### src/rtl/seq_restoring_divider_pkg.sv
// Shared types and constants for the sequential restoring divider.
package seq_restoring_divider_pkg;

  typedef enum logic [1:0] {
    IDLE = 2'b00,
    RUN  = 2'b01,
    DONE = 2'b10
  } div_state_e;

  localparam int DEF_WIDTH = 8;
  localparam int CNT_W     = $clog2(DEF_WIDTH);

endpackage

### src/rtl/seq_restoring_divider_sub_cla_n.sv
// N-bit combinational carry adder; used by the divider as a subtractor (a + ~b + 1).
module sub_cla_n #(
  parameter int N = 9
) (
  input  logic [N-1:0] a,
  input  logic [N-1:0] b,
  input  logic         cy_in,
  output logic [N-1:0] sum,
  output logic         cy_out
);

  logic [N-1:0] g, p;
  logic [N:0]   c;

  always_comb begin
    g    = a & b;
    p    = a ^ b;
    c    = '0;
    c[0] = cy_in;
    for (int i = 0; i < N; i++) c[i+1] = g[i] | (p[i] & c[i]);
  end

  assign sum    = p ^ c[N-1:0];
  assign cy_out = c[N];

endmodule

### src/rtl/seq_restoring_divider.sv
// Unsigned restoring divider: one quotient bit per clock, start/busy/done handshake.
module seq_restoring_divider
  import seq_restoring_divider_pkg::*;
#(
  parameter int WIDTH = DEF_WIDTH
) (
  input  logic             clk,
  input  logic             rst,
  input  logic             start,
  input  logic [WIDTH-1:0] dividend,
  input  logic [WIDTH-1:0] divisor,
  output logic [WIDTH-1:0] quotient,
  output logic [WIDTH-1:0] remainder,
  output logic             busy,
  output logic             done,
  output logic             div_by_zero
);

  localparam int CW = (WIDTH > 1) ? $clog2(WIDTH) : 1;
  localparam logic [CW-1:0] LAST = CW'(WIDTH - 1);

  div_state_e       state_q, state_d;
  logic [WIDTH:0]   a_q, a_d;
  logic [WIDTH-1:0] q_q, q_d;
  logic [WIDTH-1:0] d_q, d_d;
  logic [CW-1:0]    cnt_q, cnt_d;
  logic [WIDTH-1:0] quo_q, quo_d;
  logic [WIDTH-1:0] rem_q, rem_d;
  logic             dbz_q, dbz_d;

  logic [WIDTH:0]   a_sh;
  logic [WIDTH-1:0] q_sh;
  logic [WIDTH:0]   t_sum;
  logic             t_cy;
  logic             neg;

  assign {a_sh, q_sh} = {a_q[WIDTH-1:0], q_q, 1'b0};

  sub_cla_n #(.N(WIDTH + 1)) u_sub (
    .a      (a_sh),
    .b      (~{1'b0, d_q}),
    .cy_in  (1'b1),
    .sum    (t_sum),
    .cy_out (t_cy)
  );

  // Sign bit of the trial difference; carry-out is its complement while A < 2*D.
  assign neg = t_sum[WIDTH] & ~t_cy;

  always_comb begin
    state_d = state_q;
    a_d     = a_q;
    q_d     = q_q;
    d_d     = d_q;
    cnt_d   = cnt_q;
    quo_d   = quo_q;
    rem_d   = rem_q;
    dbz_d   = dbz_q;
    case (state_q)
      IDLE: begin
        if (start) begin
          if (divisor != '0) begin
            a_d     = '0;
            q_d     = dividend;
            d_d     = divisor;
            cnt_d   = '0;
            dbz_d   = 1'b0;
            state_d = RUN;
          end else begin
            quo_d   = '1;
            rem_d   = dividend;
            dbz_d   = 1'b1;
            state_d = DONE;
          end
        end
      end
      RUN: begin
        a_d   = neg ? a_sh : t_sum;
        q_d   = {q_sh[WIDTH-1:1], ~neg};
        cnt_d = cnt_q + 1'b1;
        if (cnt_q == LAST) begin
          quo_d   = q_d;
          rem_d   = a_d[WIDTH-1:0];
          state_d = DONE;
        end
      end
      DONE:    state_d = IDLE;
      default: state_d = IDLE;
    endcase
  end

  always_ff @(posedge clk) begin
    if (rst) begin
      state_q <= IDLE;
      a_q     <= '0;
      q_q     <= '0;
      d_q     <= '0;
      cnt_q   <= '0;
      quo_q   <= '0;
      rem_q   <= '0;
      dbz_q   <= 1'b0;
    end else begin
      state_q <= state_d;
      a_q     <= a_d;
      q_q     <= q_d;
      d_q     <= d_d;
      cnt_q   <= cnt_d;
      quo_q   <= quo_d;
      rem_q   <= rem_d;
      dbz_q   <= dbz_d;
    end
  end

  assign quotient    = quo_q;
  assign remainder   = rem_q;
  assign div_by_zero = dbz_q;
  assign busy        = (state_q == RUN);
  assign done        = (state_q == DONE);

endmodule

### config.mk
export PLATFORM = sky130hd
export DESIGN_NAME = seq_restoring_divider
export DESIGN_NICKNAME = d
export VERILOG_FILES = /design/src/rtl/seq_restoring_divider_pkg.sv /design/src/rtl/seq_restoring_divider_sub_cla_n.sv /design/src/rtl/seq_restoring_divider.sv
export SDC_FILE = /design/constraint.sdc
export NUM_CORES = 1
export LEC_CHECK = 0
export BUFFER_PORTS_ARGS = -buffer_cell sky130_fd_sc_hd__buf_2
export CAP_MARGIN = 30
export CELL_PAD_IN_SITES_DETAIL_PLACEMENT = 0
export CELL_PAD_IN_SITES_GLOBAL_PLACEMENT = 1
export CORE_MARGIN = 2
export CORE_UTILIZATION = 38
export CTS_CLUSTER_SIZE = 20
export DETAILED_ROUTE_END_ITERATION = 8
export PLACE_DENSITY = 0.74
export REMOVE_ABC_BUFFERS = 1
export SLEW_MARGIN = 10
export SYNTH_ARGS = -nofsm -noshare
export SYNTH_HDL_FRONTEND = slang
export SYNTH_SLANG_ARGS = --single-unit
### constraint.sdc
create_clock -name clk -period 4 [get_ports clk]
set_clock_uncertainty 0.2 [all_clocks]
set_input_delay 0.8 -clock clk [delete_from_list [all_inputs] [get_ports clk]]
set_output_delay 0.8 -clock clk [all_outputs]
set_load 0.05 [all_outputs]
# Yosys cells after proc, flatten, opt, wreduce, memory -nomap -nowiden
# Cells that the tools add are included.
[totals]
regBits = 46
inputBits = 19
output_inout_bits = 19
elab_cells = 71
[op_classes]
add_sub_neg = 1
n_eq_ne = 7
muxes = 23
bitwise_logic = 24
reduce_logical = 8
[op_table]
columns = ["cell", "count"]
rows = [
  ["8-bit 2-to-1 mux", 11],
  ["8-bit one-hot mux with 2 select lines", 4],
  ["9-bit bitwise XOR", 2],
  ["1-bit AND", 9],
  ["9-bit AND", 1],
  ["8-bit NOT with 9-bit output", 1],
  ["1-bit bitwise OR", 9],
  ["8-bit nonzero test", 1],
  ["2-bit 2-to-1 mux", 3],
  ["3-bit 2-to-1 mux", 2],
  ["2-bit inequality test (second input constant)", 3],
  ["3-bit one-hot mux with 2 select lines", 1],
  ["3-bit AND reduction", 2],
  ["2-bit one-hot mux with 2 select lines", 1],
  ["2-bit AND reduction", 2],
  ["4-bit AND reduction", 1],
  ["3-bit by 1-bit adder with 3-bit output (second input constant)", 1],
  ["3-bit equality test (second input constant)", 1],
  ["2-bit by 1-bit equality test with 1-bit output (second input constant)", 1],
  ["2-bit equality test (second input constant)", 1],
  ["2-bit logical NOT", 1],
  ["2-bit by 1-bit inequality test with 1-bit output (second input constant)", 1],
  ["1-bit NOT", 2],
  ["2-bit nonzero test", 1],
  ["1-bit 2-to-1 mux", 1],
]

# Logic depth before layout (Yosys ltp)
# Gate-level depths: netlist (run 1).
[logic_depth]
word_depth = 24
mapped_depth = 17

# Cells and area by module
# A second synthesis (run 1) with hierarchy kept.
[hier_totals]
hier_cells = 236
area_unflattened_um2 = 2270.9
[by_module_without_submodules]
columns = ["mod", "instances", "cells_per_inst", "area_each_um2", "seq_area_each_um2"]
rows = [
  ["seq_restoring_divider", 1, 217, 2053.2, 920.9],
  ["sub_cla_n", 1, 19, 217.7, 0.0],
]

# Worst setup path before layout (run 1)
# Ideal clock, no wire load.
[synth_timing]
kind = "reg-to-reg"
startpoint = "register q_q[7]"
endpoint = "register rem_q[1] (netlist: remainder[1])"
setup_ns = 0.067
arrival_ns = 4.061
path_slack_ns = -0.328
path_stages_with_launch = 18
n_path_buf = 1
synth_period_minus_slack_ns = 4.328
cell_sequence = "dfxtp_1 inv_1 ha_1 inv_1 fa_1 fa_1 fa_1 fa_1 fa_1 inv_1 fa_1 inv_1 fa_1 or2_2 buf_2 mux2i_1 a211o_2 a21oi_2"
[synth_via]
elab_chain_cells = 23
elab_cells_between_ends = 25
cone_classes = "mux: 3; bitwise: 22"
[synth_rtl]
columns = ["item", "line_no", "text"]
rows = [
  ["from (decl)", "seq_restoring_divider.sv:24", "logic [WIDTH-1:0] q_q, q_d;"],
  ["from (signal assigned)", "seq_restoring_divider.sv:105", "q_q <= q_d;"],
  ["9-bit AND or 9-bit bitwise XOR (tied branches)", "seq_restoring_divider_sub_cla_n.sv:16, seq_restoring_divider_sub_cla_n.sv:17", ""],
  ["1-bit bitwise OR *", "seq_restoring_divider_sub_cla_n.sv:20", "for (int i = 0; i < N; i++) c[i+1] = g[i] | (p[i] & c[i]);"],
  ["1-bit AND", "seq_restoring_divider_sub_cla_n.sv:20", ""],
  ["1-bit bitwise OR", "seq_restoring_divider_sub_cla_n.sv:20", ""],
  ["1-bit AND", "seq_restoring_divider_sub_cla_n.sv:20", ""],
  ["1-bit bitwise OR", "seq_restoring_divider_sub_cla_n.sv:20", ""],
  ["1-bit AND", "seq_restoring_divider_sub_cla_n.sv:20", ""],
  ["1-bit bitwise OR", "seq_restoring_divider_sub_cla_n.sv:20", ""],
  ["[... 7 more ...]", "n/a", ""],
  ["1-bit bitwise OR", "seq_restoring_divider_sub_cla_n.sv:20", ""],
  ["1-bit AND", "seq_restoring_divider_sub_cla_n.sv:20", ""],
  ["1-bit bitwise OR", "seq_restoring_divider_sub_cla_n.sv:20", ""],
  ["1-bit NOT", "seq_restoring_divider.sv:48", "assign neg = t_sum[WIDTH] & ~t_cy;"],
  ["1-bit AND", "seq_restoring_divider.sv:48", ""],
  ["8-bit 2-to-1 mux *", "seq_restoring_divider.sv:78", "a_d = neg ? a_sh : t_sum;"],
  ["8-bit 2-to-1 mux *", "seq_restoring_divider.sv:81", "if (cnt_q == LAST) begin"],
  ["8-bit one-hot mux with 2 select lines *", "seq_restoring_divider.sv:59", "case (state_q)"],
  ["to (signal assigned)", "seq_restoring_divider.sv:109", "rem_q <= rem_d;"],
  ["to (decl)", "seq_restoring_divider.sv:28", "logic [WIDTH-1:0] rem_q, rem_d;"],
]
# Every way passes the cells marked *; elsewhere a longest branch is shown, timed or not. The select of a mux whose other input is x is not followed.
# A chain may end at the register's enable or synchronous reset.

# Final worst setup path (run 1)
[layout_timing]
startpoint = "register q_q[7]"
endpoint = "register rem_q[2] (netlist: remainder[2])"
[layout_via]
elab_chain_cells = 23
elab_cells_between_ends = 25
cone_classes = "mux: 3; bitwise: 22"
[layout_rtl]
columns = ["item", "line_no"]
rows = [
  ["9-bit AND or 9-bit bitwise XOR (tied branches)", "seq_restoring_divider_sub_cla_n.sv:16, seq_restoring_divider_sub_cla_n.sv:17"],
  ["1-bit bitwise OR *", "seq_restoring_divider_sub_cla_n.sv:20"],
  ["1-bit AND *", "seq_restoring_divider_sub_cla_n.sv:20"],
  ["1-bit bitwise OR *", "seq_restoring_divider_sub_cla_n.sv:20"],
  ["1-bit AND", "seq_restoring_divider_sub_cla_n.sv:20"],
  ["1-bit bitwise OR", "seq_restoring_divider_sub_cla_n.sv:20"],
  ["1-bit AND", "seq_restoring_divider_sub_cla_n.sv:20"],
  ["1-bit bitwise OR", "seq_restoring_divider_sub_cla_n.sv:20"],
  ["[... 7 more ...]", "n/a"],
  ["1-bit bitwise OR", "seq_restoring_divider_sub_cla_n.sv:20"],
  ["1-bit AND", "seq_restoring_divider_sub_cla_n.sv:20"],
  ["1-bit bitwise OR", "seq_restoring_divider_sub_cla_n.sv:20"],
  ["1-bit NOT", "seq_restoring_divider.sv:48"],
  ["1-bit AND", "seq_restoring_divider.sv:48"],
  ["8-bit 2-to-1 mux *", "seq_restoring_divider.sv:78"],
  ["8-bit 2-to-1 mux *", "seq_restoring_divider.sv:81"],
  ["8-bit one-hot mux with 2 select lines *", "seq_restoring_divider.sv:59"],
]
# Marked as above.

==> results of run 1 <==
## registers in the layout, summed over array words and instances, names as in the netlist
signal / cells
a_q: 8
d_q: 8
q_q: 8
quotient: 8
remainder: 8
cnt_q: 3
state_q: 2
div_by_zero: 1
## synth_stat cells (2+ instances only)
library cell	n
buf_2	6
o21ai_0	2
o2bb2ai_1	7
clkbuf_1	5
nand2_1	13
a21oi_1	5
nor3_1	3
o221a_2	15
dfxtp_1	46
a211o_2	4
inv_1	12
nor2_1	35
nand2b_1	3
mux2i_1	15
fa_1	7
nor4_4	2
ha_1	3
a22o_1	3
a21oi_2	3
a211o_1	2
## worst min-delay path, delay by kind of cell, from the launching register on
| family | cells | cell delay, ns |
|---|---|---|
| AND/OR/NAND/NOR | 1 | 0.05 |
| AO/OA/AOI/OAI | 1 | 0.05 |
| flip-flops | 1 | 0.31 |
## area by class of cell
class	count	area, sq um
timing repair buffer	53	333
tap	72	90.1
sequential	46	922
inverter	13	48.8
fill	511	2710
clock buffer	6	82.6
multi-input combinational	135	1160
clock inverter	2	60.1
## report_power, final
| part | leakage, nW | internal, mW | switching (mW) |
|---|---|---|---|
| logic | 0.677 | 0.155 | 0.143 |
| registers | 0.375 | 0.481 | 0.0202 |
| clock network | 0.0714 | 0.267 | 0.161 |
## timing repair
action / 4_1_cts / 5_1_grt
buffers inserted: 5 / 2
hold buffers: 0 / 0
pin swaps: 6 / 8
endpoints found under the setup margin: 18 / 18
resized for setup: 11 / 21
## stage by stage
step                      instance area (sq um)  cells  worst slack [ns]  hold slack, ns  power, mW
after global placement                     2380    312            -0.389           0.240      0.702
after detailed placement                   2380    312            -0.477           0.246      0.705
after global routing                       2700    327            -0.330           0.277       1.28
after CTS                                  2590    325            -0.192           0.260       1.17
after floorplan                            2040    194            -0.257           0.246      0.635
final                                      2700    327            -0.188           0.257       1.23
## worst max-delay path by stage
stage	startpoint	end	slack (ns)	depth (start not counted)
global route	q_q[7]$_SDFFE_PP0P_	remainder[2]$_SDFFE_PP0P_	-0.33	17
CTS	q_q[7]$_SDFFE_PP0P_	remainder[2]$_SDFFE_PP0P_	-0.19	17
finish	q_q[7]$_SDFFE_PP0P_	remainder[2]$_SDFFE_PP0P_	-0.19	17
floorplan	q_q[7]$_SDFFE_PP0P_	remainder[1]$_SDFFE_PP0P_	-0.26	16
detailed placement	q_q[7]$_SDFFE_PP0P_	remainder[2]$_SDFFE_PP0P_	-0.48	16
global placement	q_q[7]$_SDFFE_PP0P_	remainder[2]$_SDFFE_PP0P_	-0.39	16
## cell families after synthesis
group,synth area share [%]
and+or+nand+nor,14.1
AOI/OAI and AO/OA,20.7
DFF,43.9
buffers and inverters,5.18
muxes,7.69
adders and majority gates,8.46
## metal layers
| layer | track usage [%] | up-vias | share of wire [%] |
|---|---|---|---|
| met5 | 0 | - | 0 |
| met4 | 4.74 | 0 | 0.83 |
| met3 | 3.91 | 6 | 4.1 |
| met2 | 25.9 | 32 | 47 |
| met1 | 20.2 | 802 | 48 |
| li1 | - | 825 | - |
==> results.yml, run 1 <==
clocking:
  clk_latency_ns: 0.30
  cts.reportedPaths.clkPinSlew_ns: 0.09
  cts-root-buf: "clkbuf_8"
  htree_levels: 2
  cts_tree: "yes"
  numClockSinks: 46
  numCtsBuffers: 5
  cts_max_path_buffers: 2
worst_setup_path:
  reg2reg_depth: 17
  worstPathRequired_ns: 4.04
  crit_arrival_ns: 4.22
  crit_family: "adder cells"
  worst-r2r-setup-slack_ns: -0.19
  path_class: "flip-flop to flip-flop"
  cp_max_fo: 4
  slowest_stage: "fa_2"
  r2r_start: "q_q[7]$_SDFFE_PP0P_"
  crit_top_cell: "fa_2"
  critical_path_buf_inv_count: 5
  critical_path.max_stage_delay_ns: 0.35
  path_cells: "inv_2 > ha_4 > inv_2 > fa_2 > fa_2 > fa_2 > fa_2 > fa_2 > inv_2 > fa_2 > inv_2 > fa_2 > or2_4 > buf_12 > mux2i_1 > a211o_2 > a21oi_1"
  critPathLaunchType: "flip-flop"
  end_kind: "flip-flop"
  timing.rr.end: "remainder[2]$_SDFFE_PP0P_"
layout:
  area_growth_pct: 28.5
  mostFrequentLayoutCells: "45 x dfxtp_1, 37 x buf_2, 34 x nor2_1"
  diodes: 0
  final_common_cell: "dfxtp_1"
  layout-drive-gt1-share_pct: 43.1
  fin_nets: 283
  final_core_util_pct: 49.9
timing:
  tightest_slew_ns: 0.672
  hold_viol_final: 0
  fin_crit_sh_pct: 105
  min_period_ns: 4.19
  rsz0062_at_grt: "true"
  slew_violations: 0
  relSlewSlack_pct: 55.0
  tns_ns: -1.39
  finalWorstSetupSlack_ns: -0.188
  setup_viol: 10
  fmax_ghz: 0.239
yosys:
  yosysWarningCount: 0
  avgSynthCellArea_sq_um: 10.2
  ys_types: 35
  async_flop_share_pct: 0
  ys_seq_area_share_pct: 43.9
  yosys-top-cells-area: "dfxtp_1 44%, o221a_2 8.0%, mux2i_1 7.2%"
  synth_edf_count: 0
  synth_area_sq_mm: 0.00210
  netlist_instances: 206
  yosys.area.top_type: "dfxtp_1"
  synth.top_cell.area_share_pct: 43.9
  synth_seq_cells: 46
  synth_ff_type: "dfxtp_1"
die:
  start_util_pct: 38.8
  die_h_um: 78.3
  die_w_um: 78.3
  rows: 27
  io_pins: 38
  die_area_sq_mm: 0.00614
  core_sq_mm: 0.00541
route:
  viasPerCell: 5.09
  drtIter0Drc: 83
  wl_per_cell_um: 14.4
  drt_first_pass_iters: 5
  antenna_left: 0
  wl_um: 4710
  drc: 0
  num_vias: 1665
run_status:
  violations: "negative setup slack"
  status: "finished, violations left"
pwr:
  power.density_mw_per_mm2: 455
  p_leak_nw: 1.12
  max-vdd-ir-drop_v: 0.000237
grt:
  grt_first_pass_wirelength_um: 7560
  antenna_found_initial: 0
  grt_pass1_vias: 1593
  grt_use_total_pct: 15.7
  grt_max_degree: 30
  grt-ovfl-total: 0
hold_path:
  min_path_type: "flip-flop to flip-flop"
  whs_endpoint: "remainder[7]$_SDFFE_PP0P_"
  hp-start: "remainder[7]$_SDFFE_PP0P_"
  min_path_cells: 2
flow_run:
  max-cap-violations: 0
placed_design:
  portBuffers: 37
  place_congestion: 0.742
  post-dp-hpwl_um: 3330
Power figures use the tool's default switching activity.
==> inputs of run 2 (changes only) <==
CORE_UTILIZATION = 25   (was 38)
PLACE_DENSITY = 0.53   (was 0.74)
==> run 2 against run 1 <==
The flow still finishes with violations (negative setup slack). Register-to-register slack better by 0.10 ns. Routed wire length up 13%. Largest power group unchanged. Total power down 2.2%. Hold slack better by 0.00085 ns. Worst setup slack better by 0.10 ns.
==> results.yml, run 2 (synthesized netlist as in run 1, its figures left out) <==
placed_design:
  portBuffers: 37
  place_congestion: 0.733
  dp_slack_ns: -0.487
  post-dp-hpwl_um: 3870
  dp.cells: 346
grt:
  groute.layer.met3.usage_pct: 2.92
  grt_pass1_vias: 1678
  top_usage_layer: "met2"
  grt_max_degree: 16
  grt_use_total_pct: 12.4
  antenna_found_initial: 0
  grt_first_pass_wirelength_um: 8690
  use_met1_pct: 17.4
  grt-ovfl-total: 0
  grt_util_met2_pct: 19.4
route:
  viasPerCell: 4.57
  wl_um: 5310
  num_vias: 1631
  wl_per_cell_um: 14.9
  antenna_left: 0
  drc: 0
  drtIter0Drc: 56
  drt_first_pass_iters: 4
pwr:
  fin_total_pwr_mw: 1.20
  p_leak_nw: 1.10
  power.density_mw_per_mm2: 445
  max-vdd-ir-drop_v: 0.000181
timing:
  slew_violations: 0
  min_period_ns: 4.08
  hold_viol_final: 0
  fmax_ghz: 0.245
  hold_ws_ns: 0.257
  rsz0062_at_grt: "true"
  finalWorstSetupSlack_ns: -0.0849
  fin_crit_sh_pct: 102
  setup_viol: 7
  tightest_slew_ns: 0.753
  relSlewSlack_pct: 49.6
worst_setup_path:
  worstPathRequired_ns: 4.04
  end_kind: "flip-flop"
  crit_arrival_ns: 4.12
  cp_max_fo: 5
  worst-r2r-setup-slack_ns: -0.08
  critPathLaunchType: "flip-flop"
  path_class: "flip-flop to flip-flop"
clocking:
  cts-root-buf: "clkbuf_8"
  htree_levels: 2
  clk_latency_ns: 0.30
  cts_tree: "yes"
  numClockSinks: 46
  numCtsBuffers: 5
  cts.reportedPaths.clkPinSlew_ns: 0.09
  cts_max_path_buffers: 2
run_status:
  violations: "negative setup slack"
  status: "finished, violations left"
die:
  die_h_um: 95.6
  io_pins: 38
  die_area_sq_mm: 0.00915
  die_w_um: 95.6
  rows: 33
  start_util_pct: 25.7
  core_sq_mm: 0.00818
layout:
  fin_nets: 280
  final_common_cell: "dfxtp_1"
  seq_area_sq_um: 923
  nFillCells: 849
  layout-drive-gt1-share_pct: 43.7
  area_growth_pct: 28.4
  final_cells: 357
  multi_input_area_sq_mm: 0.00116
  mostFrequentLayoutCells: "44 x dfxtp_1, 37 x buf_2, 34 x nor2_1"
  diodes: 0
hold_path:
  min_path_type: "flip-flop to flip-flop"
flow_run:
  max-cap-violations: 0
## run 2: layer usage
metal	share of wire, %	vias to the layer above
li1	-	819
met1	51	779
met2	45	31
met3	3.8	2
met4	0.41	0
met5	0	-
## run 2: layout make-up
type | instances | share of cell area [%]
multi-input cells | 136 | 43.1
flip-flops and latches | 46 | 34.3
repair buffers | 49 | 10.6
well taps | 105 | 4.87
clock buffers | 6 | 3.06
clock inverters | 2 | 2.23
inverters | 13 | 1.81
## run 2: what timing repair did
action / CTS / global route
cloned: 1 / 0
resized for setup: 20 / 11
buffers inserted: 0 / 3
setup endpoints to repair: 18 / 14
pin swaps: 2 / 11
hold buffers: 0 / 0
## run 2: power by group
group | total [mW] | internal [mW] | leakage [nW] | switching [mW]
registers | 0.501 | 0.481 | 0.376 | 0.0197
logic | 0.266 | 0.128 | 0.649 | 0.138
clock network | 0.433 | 0.267 | 0.0714 | 0.166
total | 1.20 | 0.876 | 1.10 | 0.324
## run 2: worst max-delay path: stages, from the launching register on
cell     delay (ns)
dfxtp_2        0.33
inv_2          0.06
ha_4           0.13
inv_2          0.03
fa_2           0.33
fa_2           0.34
fa_2           0.35
fa_2           0.34
fa_2           0.34
inv_2          0.06
fa_2           0.18
inv_2          0.04
fa_2           0.36
or2_4          0.29
mux2i_1        0.16
a211o_2        0.34
a21oi_1        0.13
## run 2: worst paths after layout
kind         cells after the start                   endpoint                      start
min                              2  remainder[3]$_SDFFE_PP0P_  remainder[3]$_SDFFE_PP0P_
min reg2reg                      2  remainder[3]$_SDFFE_PP0P_  remainder[3]$_SDFFE_PP0P_
max reg2reg                     16  remainder[3]$_SDFFE_PP0P_        q_q[7]$_SDFFE_PP0P_
max                             16  remainder[3]$_SDFFE_PP0P_        q_q[7]$_SDFFE_PP0P_
## run 2: per-stage QoR
step                      TNS (ns)  cell area, sq um  util [%]
final                       -0.384              2700      33.0
after global placement       -4.86              2430      29.7
after global routing         -1.41              2700      33.0
after detailed placement     -5.85              2430      29.7
after CTS                   -0.912              2630      32.2
after floorplan              -1.65              2040         -
